### src/rtl/arbiter_grant_mux.sv
// Payload mux behind a one-hot grant arbiter: selects the winning requester's data and
// forwards {data, src_id} through a 2-entry skid buffer with fully registered handshakes.
module arbiter_grant_mux #(
    parameter int unsigned P_REQUESTER_NUM = 3,
    parameter int unsigned P_DATA_W        = 32,
    localparam int unsigned P_SRC_ID_W     = (P_REQUESTER_NUM > 1) ? $clog2(P_REQUESTER_NUM) : 1
) (
    input  logic                                clk,
    input  logic                                rst,
    input  logic [P_REQUESTER_NUM*P_DATA_W-1:0] req_data,
    input  logic [P_REQUESTER_NUM-1:0]          grant_valid,
    output logic                                grant_ready,
    output logic                                m_valid,
    input  logic                                m_ready,
    output logic [P_DATA_W-1:0]                 m_data,
    output logic [P_SRC_ID_W-1:0]               m_src_id,
    output logic                                onehot_err
);

    localparam logic [1:0] StEmpty = 2'd0;
    localparam logic [1:0] StOne   = 2'd1;
    localparam logic [1:0] StTwo   = 2'd2;

    logic [1:0]            state_q, state_d;
    logic [P_DATA_W-1:0]   main_data_q, main_data_d;
    logic [P_SRC_ID_W-1:0] main_id_q, main_id_d;
    logic [P_DATA_W-1:0]   skid_data_q, skid_data_d;
    logic [P_SRC_ID_W-1:0] skid_id_q, skid_id_d;
    logic                  err_q, err_d;

    logic [P_DATA_W-1:0]   sel_data;
    logic [P_SRC_ID_W-1:0] sel_id;
    logic                  multi_hot;
    logic                  acc;
    logic                  pop;

    // Scan from the top down so the lowest set index is the last one written.
    always_comb begin
        sel_data = '0;
        sel_id   = '0;
        for (int i = int'(P_REQUESTER_NUM) - 1; i >= 0; i--) begin
            if (grant_valid[i]) begin
                sel_data = req_data[i*P_DATA_W +: P_DATA_W];
                sel_id   = P_SRC_ID_W'(i);
            end
        end
    end

    assign multi_hot   = |(grant_valid & (grant_valid - P_REQUESTER_NUM'(1)));
    assign grant_ready = (state_q != StTwo);
    assign m_valid     = (state_q != StEmpty);
    assign acc         = (|grant_valid) && grant_ready;
    assign pop         = m_valid && m_ready;

    always_comb begin
        state_d     = state_q;
        main_data_d = main_data_q;
        main_id_d   = main_id_q;
        skid_data_d = skid_data_q;
        skid_id_d   = skid_id_q;
        err_d       = err_q | (acc & multi_hot);
        unique case (state_q)
            StEmpty: begin
                if (acc) begin
                    state_d     = StOne;
                    main_data_d = sel_data;
                    main_id_d   = sel_id;
                end
            end
            StOne: begin
                if (acc && !pop) begin
                    state_d     = StTwo;
                    skid_data_d = sel_data;
                    skid_id_d   = sel_id;
                end else if (acc && pop) begin
                    main_data_d = sel_data;
                    main_id_d   = sel_id;
                end else if (pop) begin
                    state_d = StEmpty;
                end
            end
            StTwo: begin
                if (pop) begin
                    state_d     = StOne;
                    main_data_d = skid_data_q;
                    main_id_d   = skid_id_q;
                end
            end
            default: state_d = StEmpty;
        endcase
    end

    always_ff @(posedge clk) begin
        if (rst) begin
            state_q     <= StEmpty;
            main_data_q <= '0;
            main_id_q   <= '0;
            skid_data_q <= '0;
            skid_id_q   <= '0;
            err_q       <= 1'b0;
        end else begin
            state_q     <= state_d;
            main_data_q <= main_data_d;
            main_id_q   <= main_id_d;
            skid_data_q <= skid_data_d;
            skid_id_q   <= skid_id_d;
            err_q       <= err_d;
        end
    end

    assign m_data     = main_data_q;
    assign m_src_id   = main_id_q;
    assign onehot_err = err_q;

endmodule

### config.mk
export PLATFORM = sky130hd
export DESIGN_NAME = arbiter_grant_mux
export DESIGN_NICKNAME = d
export VERILOG_FILES = /design/src/rtl/arbiter_grant_mux.sv
export SDC_FILE = /design/constraint.sdc
export NUM_CORES = 1
export LEC_CHECK = 0
export ABC_AREA = 1
export BUFFER_PORTS_ARGS = -buffer_cell sky130_fd_sc_hd__buf_2
export CAP_MARGIN = 40
export CELL_PAD_IN_SITES_DETAIL_PLACEMENT = 1
export CELL_PAD_IN_SITES_GLOBAL_PLACEMENT = 2
export CORE_MARGIN = 2
export CORE_UTILIZATION = 22
export DETAILED_ROUTE_END_ITERATION = 10
export MAX_ROUTING_LAYER = met4
export PLACE_DENSITY_LB_ADDON = 0.1
export SYNTH_ARGS = -nofsm -noshare
export SYNTH_HDL_FRONTEND = slang
export SYNTH_SLANG_ARGS = --single-unit
### constraint.sdc
create_clock -name clk -period 1.4 [get_ports clk]
set_input_delay 0.28 -clock clk [delete_from_list [all_inputs] [get_ports clk]]
set_output_delay 0.28 -clock clk [all_outputs]
set_load 0.05 [all_outputs]
==> After elaboration in Yosys (flattened, before gate mapping) <==
Cells that the tools add are included.
{ "totals": {"regBits": 71, "latch_bits": 0, "ramBits": 0, "romBits": 0, "input_bits": 102, "out_inout_bits": 37, "wordCells": 54, "memories": 0} }
{ "op_classes": {"add_sub_neg": 1, "n_mul": 0, "n_div": 0, "order_cmp": 0, "eq_ne": 9, "n_shift": 0, "mux": 22, "bitwise_logic": 3, "n_reduce_logical": 13} }
{ "ops": {"columns": ["op", "n"], "rows": [
  ["$mux 32", 7],
  ["$pmux 32 s3", 1],
  ["$mux 2", 12],
  ["$pmux 2 s3", 2],
  ["$ne 2x2->1 const B", 5],
  ["$ne 3x3->1 const B", 2],
  ["$reduce_or 3->1", 2],
  ["$reduce_and 5->1", 1],
  ["$logic_and 1x1->1", 4],
  ["$reduce_and 4->1", 1],
  ["$and 3x3->3", 1],
  ["$reduce_bool 3->1", 1],
  ["$sub 3x1->3 const B", 1],
  ["$eq 2x1->1 const B", 1],
  ["$eq 2x2->1 const B", 1],
  ["$logic_not 2->1", 1],
  ["$reduce_and 2->1", 1],
  ["$reduce_bool 2->1", 1],
  ["$and 1x1->1", 1],
  ["$logic_not 1->1", 1],
  ["$or 1x1->1", 1]
]} }

==> Depth between registers and ports, before layout <==
Gate-level depths: netlist of run 1.
{ "logic_depth": {"word_depth": 6, "depth_mapped": 12, "depth_no_buf": 10} }

==> Least setup slack after synthesis of run 1 <==
Ideal clock, no wire load.
{ "synth_path": {"path_type": "flip-flop to flip-flop", "start": "reg state_q[0]", "end": "reg main_data_q[15] (netlist: m_data[15])", "arrival_time_ps": 1329, "path_slack_ps": 7, "stages_incl_launch_ff": 10, "path_buffers": 3, "synth_period_minus_slack_ps": 1393, "cell_sequence": "dfxtp_1 > buf_4 > inv_2 > nand2_2 > buf_2 > buf_2 > nand2_1 > nand2_1 > nor2_1 > nor2_1"} }
{ "synth_via": {"word_cells_on_any_way": 17, "cone_classes": "7 x eq/ne; 1 x mux; 9 x reduce/logical"} }
{ "synth_rtl": {"columns": ["element", "line_no", "source"], "rows": [
  ["start, declared", "24", "logic [1:0] state_q, state_d;"],
  ["start signal, assigned", "95", "state_q <= StEmpty;"],
  ["start signal, assigned", "102", "state_q <= state_d;"],
  ["$ne 2x2->1 *", "50", "assign grant_ready = (state_q != StTwo);"],
  ["via grant_ready", "12", "output logic grant_ready,"],
  ["$logic_and 1x1->1 *", "52", "assign acc = (|grant_valid) && grant_ready;"],
  ["$logic_and 1x1->1 (on tied branches)", "75, 71", null],
  ["$ne 2x2->1 (no source line)", null, null],
  ["$reduce_and 5->1 (no source line) *", null, null],
  ["end signal, assigned", "103", "main_data_q <= main_data_d;"],
  ["end, declared", "25", "logic [P_DATA_W-1:0] main_data_q, main_data_d;"]
]} }
Mark *: on every way through the listed nets, which the timed path passes. The rest lies on a longest branch.
A chain may end at the register's enable or synchronous reset.

==> Final worst setup path of run 1 <==
{ "layout_path": {"start": "reg state_q[0]", "end": "out grant_ready"} }
{ "layout_via": {"elab_chain_len": 1} }
{ "layout_lines": {"columns": ["element", "line_no"], "rows": [
  ["$ne 2x2->1", "50"],
  ["end, declared", "12"]
]} }
No other way between the ends.

==> results of run 1 <==
## synth_stat cells (3+ instances only)
master      n  area share, %
clkbuf_1   12            1.2
buf_6       5            1.4
inv_1      40            3.8
buf_1       3           0.29
buf_2      12            1.5
nand2_1   234             22
nand3_1    69            8.8
nand2_2     3           0.48
o21ai_1    13            1.7
dfxtp_1    71             36
a21oi_1     7           0.90
nor2_1    133             13
buf_4       9            1.7
inv_2       4           0.38
o21ai_0    19            2.4
## worst paths after layout
path	endpoint	slack [ps]	cells past startpoint	start
hold / removal	skid_id_q[1]$_SDFFE_PP0P_	200	2	rst
setup / recovery	grant_ready	-2	4	state_q[0]$_SDFFE_PP0P_
setup reg to reg	m_src_id[1]$_SDFFE_PP0P_	40	9	state_q[0]$_SDFFE_PP0P_
hold reg to reg	onehot_err$_SDFF_PP0_	460	2	onehot_err$_SDFF_PP0_
## area by class of cell
class                      instances  area (sq um)
clock inverter                     7          40.0
fill                            2233         11800
inverter                          45           179
multi-input combinational        489          2160
sequential                        71          1420
timing repair buffer             184          1250
tap                              225           282
clock buffer                       9           225
## sequential cells by signal (all words and copies together), names as in the netlist
register     flops
state_q          2
skid_id_q        2
skid_data_q     32
m_src_id         2
onehot_err       1
m_data          32
## cell families (layout without fill, tap and decap cells)
logic type      Yosys count  after routing  synth area share (%)
compound gates           39             39                  5.00
simple gates            449            450                  48.1
flops                    71             71                  36.4
buf+inv                  86            245                  10.5
## through the flow
step | total power, W | utilization, %
2_1_floorplan | 0.00365 | -
3_3_place_gp | 0.00428 | 28.9
3_5_place_dp | 0.00432 | 28.9
4_1_cts | 0.00653 | 30.9
5_1_grt | 0.00697 | 32.1
6_report | 0.00656 | 32.1
## worst max-delay path, cell delays in order, from the launching register on
cell,delay (ps)
dfxtp_2,320
inv_2,80
nand2_4,90
buf_12,150
buf_12,140
## power breakdown
part	internal, W	switching, W	leakage (nW)	total (W)
Sequential	0.00223	0.000107	0.586	0.00234
Combinational	0.000724	0.00137	2.20	0.00209
Clock	0.00118	0.000953	0.131	0.00214
Total	0.00414	0.00242	2.92	0.00656
## per-layer routing
layer	wire [um]	vias up	global-route usage (%)
li1	-	2299	-
met1	7310	2087	21.9
met2	7010	93	27.5
met3	657	12	2.65
met4	180	0	5.10
met5	0	-	-
## repair_timing
item                                    CTS  global route
pin swaps                                 0             4
gates resized for setup                  10            30
gates cloned                              1             4
endpoints found under the setup margin    3            36
setup buffers                             3             3
==> impl_metrics.tcl, run 1 <==
set metrics [dict create \
    outcome "complete, but fails checks" \
    violations "setup timing" \
    die_w_um 137 \
    synth_seq_area_share_pct 36.4 \
    io_pins 139 \
    gp_congestion 0.866 \
    synthArstFlopShare_pct 0 \
    grt_use_total_pct 17.0 \
    required_ps 1120 \
    final_common_cell "nand2_1" \
    synth_flop_cell "dfxtp_1" \
    place_area_sq_um 5020 \
    die_area_sq_um 18800 \
    antenna_found_initial 0 \
    cts_made_buffers 9 \
    diodes 0 \
    synth_fp_nets 747 \
    crit_arrival_ps 1120 \
    whs_ps 202 \
    area_delta_synth_final_pct 42.5 \
    cp_max_fo 4 \
    place_ws_ps -96.2 \
    cts_max_path_buffers 2 \
    final_cells 1030 \
    clkTransAtPathRegs_ps 60 \
    slew_headroom_pct 79.0 \
    routed_wirelength_mm 15.2 \
    ant_nets 0 \
    ctsHoldBuffers 0 \
    numPlacedInstances 1003 \
    drt_iter0_drc 141 \
    vdd_drop_max_mv 0.703 \
    hold_viol_final 0 \
    synth_edf_count 0 \
    cap_viol_max_count 0 \
    min_period_ps 1400 \
    cts_tree "built" \
    worst_slack_ps -1.71 \
    startpoint_type "flop" \
    grt_first_pass_wirelength_mm 24.0 \
    dp_hpwl_mm 10.7 \
    cts.sinks 71 \
    start_util_pct 22.5 \
    grt_overflow 0 \
    first_pass_iters 4 \
    first_global_vias 4769 \
    maxSlewViolCount 0 \
    final_nets 902 \
    hp-class "input pin to flop" \
    tns_ps -1.71 \
    pwr_density_cell_nw_per_um2 1180 \
    yosys_register_bits 71 \
    setup_viol 1 \
    drc_errors 0 \
    vias 4491 \
    synth.distinct_cells 23 \
    tightest_slew_ps 315 \
    grt_setup_unrepaired "true" \
    vias_per_cell 4.36 \
    worst_setup_path_end_kind "output port" \
    p_leak_nw 2.92 \
    synthesis.yosys.warnings 0 \
    worstSetupPathType "flop to output port" \
    wl_per_cell_um 14.7 \
    clk_latency_ps 340 \
    avgSynthCellArea_sq_um 6.06 \
    drive_gt1_share_pct 30.1 \
    worst_clock_skew_ps 4.20 \
    port-buffer-count 138 \
    die_y_um 137 \
    design_area_sq_um 5570 \
    max_freq_mhz 713 \
    syn_inst 645 \
    grt_max_degree 68 \
    cts_root_buffer "clkbuf_16" \
    coreArea_sq_um 17400 \
    num_rows 48 \
    syn_area_sq_um 3910 \
    post-route-period-util_pct 100 \
    layout_common_cells "223 x nand2_1, 136 x buf_2, 123 x nor2_1, 69 x nand3_1, 69 x dfxtp_1" \
    h-tree-depth 3 \
]
(Power assumes the default switching activity.)
==> run 2: changes to the inputs <==
--- a/config.mk
+++ b/config.mk
@@ -12,9 +12,10 @@
 export CELL_PAD_IN_SITES_GLOBAL_PLACEMENT = 2
 export CORE_MARGIN = 2
 export CORE_UTILIZATION = 22
+export CTS_CLUSTER_DIAMETER = 120
 export DETAILED_ROUTE_END_ITERATION = 10
 export MAX_ROUTING_LAYER = met4
-export PLACE_DENSITY_LB_ADDON = 0.1
+export PLACE_DENSITY = 0.78
 export SYNTH_ARGS = -nofsm -noshare
 export SYNTH_HDL_FRONTEND = slang
 export SYNTH_SLANG_ARGS = --single-unit
==> run 2 against run 1 <==
The flow now finishes without violations. Via count down 2.9%. Count of clock-buffer cells in the layout up 4. Clock skew up 4.8 ps. Clock power up 13%. Design area down 2.2%. Highest routed layer unchanged. Routed wire length down 8.1%. First-iteration DRC count up 33%. Non-clock buffer count down 11. Register-to-register slack worse by 20 ps.
==> impl_metrics.tcl, run 2 (synthesis gave the netlist of run 1 again) <==
set metrics [dict create \
    outcome "finished clean" \
    cts.sinks 71 \
    hp-start "rst" \
    p_leak_nw 2.86 \
    worstSetupPathType "flop to flop" \
    grt.busiest_layer "met2" \
    tightest_slew_ps 277 \
    h-tree-depth 3 \
    n_fill_cell 2252 \
    setup_viol 0 \
    numPlacedInstances 995 \
    cts_made_buffers 9 \
    worst_clock_skew_ps 9.00 \
    antenna_found_initial 1 \
    power_w 0.00672 \
    die_y_um 137 \
    final_nets 890 \
    first_pass_iters 4 \
    gp_congestion 0.745 \
    routed_wirelength_mm 13.9 \
    grt_use_total_pct 15.3 \
    cp_max_fo 12 \
    worst_setup_path_end_kind "flop" \
    required_ps 1640 \
    place_ws_ps -39.7 \
    met3_usage_pct 2.28 \
    grt_max_degree 39 \
    crit_arrival_ps 1620 \
    die_w_um 137 \
    drive_gt1_share_pct 26.4 \
    hold_viol_final 0 \
    pwr_density_cell_nw_per_um2 1230 \
    cap_viol_max_count 0 \
    grt_setup_unrepaired "true" \
    post-route-period-util_pct 98.8 \
    clk_latency_ps 340 \
    first_global_vias 4276 \
    final_common_cell "nand2_1" \
    vias 4360 \
    dp_hpwl_mm 9.73 \
    startpoint_type "flop" \
    slew_headroom_pct 81.7 \
    drt_iter0_drc 187 \
    die_area_sq_um 18800 \
    cts_tree "built" \
    vias_per_cell 4.28 \
    whs_ps 197 \
    io_pins 139 \
    area_delta_synth_final_pct 39.4 \
    max_freq_mhz 723 \
    r2r_start "state_q[1]$_SDFFE_PP0P_" \
    coreArea_sq_um 17400 \
    layout_common_cells "234 x nand2_1, 136 x buf_2, 131 x nor2_1, 69 x nand3_1, 69 x dfxtp_1" \
    ff2ff_setup_slack_ps 20 \
    vdd_drop_max_mv 0.543 \
    globalRouteMet1Util_pct 19.2 \
    start_util_pct 22.5 \
    grt_overflow 0 \
    grt_first_pass_wirelength_mm 21.6 \
    worst_slack_ps 17.5 \
    worstHoldEndpoint "onehot_err$_SDFF_PP0_" \
    port-buffer-count 138 \
    reg2reg_depth 9 \
    maxSlewViolCount 0 \
    place_area_sq_um 4970 \
    num_rows 48 \
    wl_per_cell_um 13.7 \
    clkTransAtPathRegs_ps 60 \
    final_cells 1019 \
    min_period_ps 1380 \
    design_area_sq_um 5450 \
    multiInputGateArea_sq_um 2090 \
    rr_endpoint "m_data[11]$_SDFFE_PP0P_" \
    min_path_cells 2 \
    cts_root_buffer "clkbuf_16" \
    ant_nets 0 \
    drc_errors 0 \
    met2_usage_pct 24.7 \
    hp-class "input pin to flop" \
    cts_max_path_buffers 2 \
    seqCellArea_sq_um 1430 \
]
[run 2: cell count changes in the layout (fill, tap and decap cells not counted), sizes merged]
cell and change:
clkinv -3, diode +1, clkbuf +5, buf -11, bufbuf -1, nand2 -1, bufinv +1, clkinvlp -2
[run 2: stage by stage]
step	TNS [ps]	utilization, %
6_report	0	31.4
5_1_grt	-977	31.4
4_1_cts	0	30.5
3_5_place_dp	-712	28.7
3_3_place_gp	0	28.7
2_1_floorplan	0	-
[run 2: critical path: stages (launching register included)]
cell and delay [ps]:
dfxtp_2 340, inv_2 110, nand4_1 180, nand2_4 140, inv_4 50, nand2_8 130, clkbuf_16 190, nand2_1 50
nand2_1 50, nor2_1 30
[run 2: worst max path at each step]
stage | slack [ps] | depth (start not counted) | to | start
after detailed placement | -40 | 10 | m_data[13]$_SDFFE_PP0P_ | grant_valid[0]
after global placement | 3 | 10 | m_data[10]$_SDFFE_PP0P_ | grant_valid[0]
after global routing | -60 | 9 | m_data[13]$_SDFFE_PP0P_ | state_q[1]$_SDFFE_PP0P_
final | 20 | 9 | m_data[11]$_SDFFE_PP0P_ | state_q[1]$_SDFFE_PP0P_
after CTS | 4 | 4 | grant_ready | state_q[0]$_SDFFE_PP0P_
after floorplan | 7 | 9 | m_data[15]$_SDFFE_PP0P_ | state_q[0]$_SDFFE_PP0P_
[run 2: layout make-up]
class	count	share of cell area [%]
multi-input cells	488	38.4
diodes	1	0.0459
inverters	45	3.19
clock buffers	13	4.96
clock inverters	3	0.735
repair buffers	173	21.3
well taps	225	5.17
flip-flops and latches	71	26.2
[run 2: per-layer routing]
metal | wire [um] | part of all wire (%)
met5 | 0 | 0
met4 | 237 | 1.7
met3 | 463 | 3.3
met2 | 6530 | 47
met1 | 6700 | 48
[run 2: timing repair]
| item | in CTS | in global routing |
|---|---|---|
| hold buffers | 0 | 0 |
| cloned | 0 | 3 |
| endpoints found under the setup margin | 2 | 30 |
| gates resized for setup | 7 | 11 |
| pin swaps | 0 | 5 |
| buffers inserted | 0 | 4 |
[run 2: where the power goes]
part	leakage (nW)	internal, W	total, W	switching, W
clock	0.156	0.00152	0.00241	0.000891
combinational	2.12	0.000667	0.00197	0.00130
sequential	0.586	0.00223	0.00234	0.000102
total	2.86	0.00442	0.00672	0.00229
==> run 3: changes to the inputs <==
--- a/config.mk
+++ b/config.mk
@@ -15,7 +15,7 @@
 export CTS_CLUSTER_DIAMETER = 120
 export DETAILED_ROUTE_END_ITERATION = 10
 export MAX_ROUTING_LAYER = met4
-export PLACE_DENSITY = 0.78
+export PLACE_DENSITY = 0.85
 export SYNTH_ARGS = -nofsm -noshare
 export SYNTH_HDL_FRONTEND = slang
 export SYNTH_SLANG_ARGS = --single-unit
==> run 3 against run 2 <==
Flip-flop and latch count unchanged. Non-clock buffer count shrank 8. Register-to-register slack better by 60 ps. Fmax grew 0.46%. Clock power is 7% higher. Hold slack worse by 9.5 ps. First-iteration DRC count is 20% lower. Critical path depth down 5. Global-route usage decreased by 0.093 points. Sequential share of layout area about the same.
==> impl_metrics.tcl, run 3 (synthesis gave the netlist of run 1 again) <==
set metrics [dict create \
    min_period_ps 1380 \
    rr_endpoint "m_data[27]$_SDFFE_PP0P_" \
    tightest_slew_ps 366 \
    design_area_sq_um 5450 \
    slew_headroom_pct 75.6 \
    layout_common_cells "232 x nand2_1, 136 x buf_2, 130 x nor2_1, 69 x nand3_1, 69 x dfxtp_1" \
    crit_arrival_ps 1100 \
    wl_per_cell_um 13.3 \
    drive_gt1_share_pct 25.9 \
    pwr-share-clk_pct 37.5 \
    num_rows 48 \
    worstSetupPathType "flop to output port" \
    vdd_drop_max_mv 0.619 \
    whs_ps 188 \
    cts_max_path_buffers 2 \
    post-route-period-util_pct 98.3 \
    die_y_um 137 \
    grt_setup_unrepaired "true" \
    startpoint_type "flop" \
    vias 4369 \
    maxSlewViolCount 0 \
    cp_max_fo 3 \
    ff2ff_setup_slack_ps 80 \
    die_area_sq_um 18800 \
    place_area_sq_um 4930 \
    final_cells 1010 \
    area_delta_synth_final_pct 39.4 \
    seqPwrFrac_pct 34.0 \
    cts_root_buffer "clkbuf_16" \
    max_freq_mhz 727 \
    io_pins 139 \
    reg2reg_depth 9 \
    gp_congestion 0.733 \
    grt_use_total_pct 15.2 \
    hp-class "input pin to flop" \
    clkTransAtPathRegs_ps 60 \
    h-tree-depth 3 \
    vias_per_cell 4.33 \
    ctsHoldBuffers 0 \
    path_cells "inv_4 > nand2_4 > buf_12 > buf_12" \
    worst_clock_skew_ps 9.64 \
    crit_slowest_cell "dfxtp_2" \
    setup_viol 0 \
    pwr_density_cell_nw_per_um2 1260 \
    die_w_um 137 \
    finalCoreUtilization_pct 31.4 \
    pwr-share-comb_pct 28.4 \
    n_fill_cell 2242 \
    antenna_found_initial 0 \
    critPathMaxStageDelay_ps 340 \
    hold_viol_final 0 \
    cts_tree "built" \
    final_nets 882 \
    outcome "finished clean" \
    drt_iter0_drc 150 \
    cap_viol_max_count 0 \
    r2r_start "state_q[1]$_SDFFE_PP0P_" \
    switching_share_pct 33.5 \
    cpMostUsedCell "buf_12" \
    routed_wirelength_mm 13.5 \
    final_common_cell "nand2_1" \
    first_pass_iters 4 \
    port-buffer-count 138 \
    dp_hpwl_mm 9.05 \
    clk_latency_ps 340 \
    drc_errors 0 \
    first_global_vias 4370 \
    place_ws_ps -144 \
    start_util_pct 22.5 \
    numPlacedInstances 988 \
    power_switching_w 0.00230 \
    p_leak_nw 2.86 \
    coreArea_sq_um 17400 \
    grt_overflow 0 \
    worst_slack_ps 23.8 \
    internal_power_w 0.00455 \
    setup.worst_path.start "state_q[0]$_SDFFE_PP0P_" \
    cts_made_buffers 9 \
    diodes 0 \
    grt_max_degree 68 \
    worst_setup_path_end_kind "output port" \
    required_ps 1120 \
    cts.sinks 71 \
    grt_first_pass_wirelength_mm 21.7 \
    critPathCapture "grant_ready" \
    ant_nets 0 \
]
-- run 3: timing repair --
item,in CTS,in global routing
resized for setup,9,18
pin swaps,0,4
endpoints found under the setup margin,47,39
buffers inserted,1,2
gates cloned,1,2
-- run 3: power groups by stage --
stage | clock, W | combinational [W] | sequential [W]
after floorplan | 0 | 0.000836 | 0.00282
after global placement | 0 | 0.00184 | 0.00237
after detailed placement | 0 | 0.00186 | 0.00237
after CTS | 0.00266 | 0.00190 | 0.00233
after global routing | 0.00274 | 0.00217 | 0.00236
final | 0.00257 | 0.00195 | 0.00233
-- run 3: worst min-delay path by stage --
stage | startpoint | endpoint | cells after the start
detailed placement | skid_id_q[0]$_SDFFE_PP0P_ | skid_id_q[0]$_SDFFE_PP0P_ | 2
floorplan | rst | onehot_err$_SDFF_PP0_ | 1
global placement | onehot_err$_SDFF_PP0_ | onehot_err$_SDFF_PP0_ | 2
global route | rst | state_q[1]$_SDFFE_PP0P_ | 2
finish | rst | skid_id_q[1]$_SDFFE_PP0P_ | 2
CTS | rst | state_q[1]$_SDFFE_PP0P_ | 2
-- run 3: per-stage QoR --
| stage | TNS, ps | total power, W |
|---|---|---|
| 2_1_floorplan | 0 | 0.00365 |
| 3_3_place_gp | -2010 | 0.00421 |
| 3_5_place_dp | -4440 | 0.00423 |
| 4_1_cts | -4.35 | 0.00689 |
| 5_1_grt | -51.6 | 0.00727 |
| 6_report | 0 | 0.00685 |
-- run 3: final cells by class --
cell class / instances / area [sq um] / area share, %
Inverter: 45 / 184 / 3.38
Tap cell: 225 / 282 / 5.17
Clock buffer: 13 / 260 / 4.78
Timing Repair Buffer: 165 / 1130 / 20.8
Clock inverter: 3 / 65.1 / 1.19
Multi-Input combinational cell: 488 / 2100 / 38.6
Sequential cell: 71 / 1420 / 26.1
-- run 3: metal layers --
layer  up-vias  track usage, %  wire, um
li1       2252               -         -
met1      2019            19.1      6330
met2        83            24.8      6350
met3        15            2.76       587
met4         0            4.64       179
met5         -               -         0
-- run 3: worst max-delay path, delay by kind of cell (launching register included) --
kind | cells | cell delay [ps]
flops | 1 | 340
buf+inv | 3 | 340
simple gates | 1 | 70
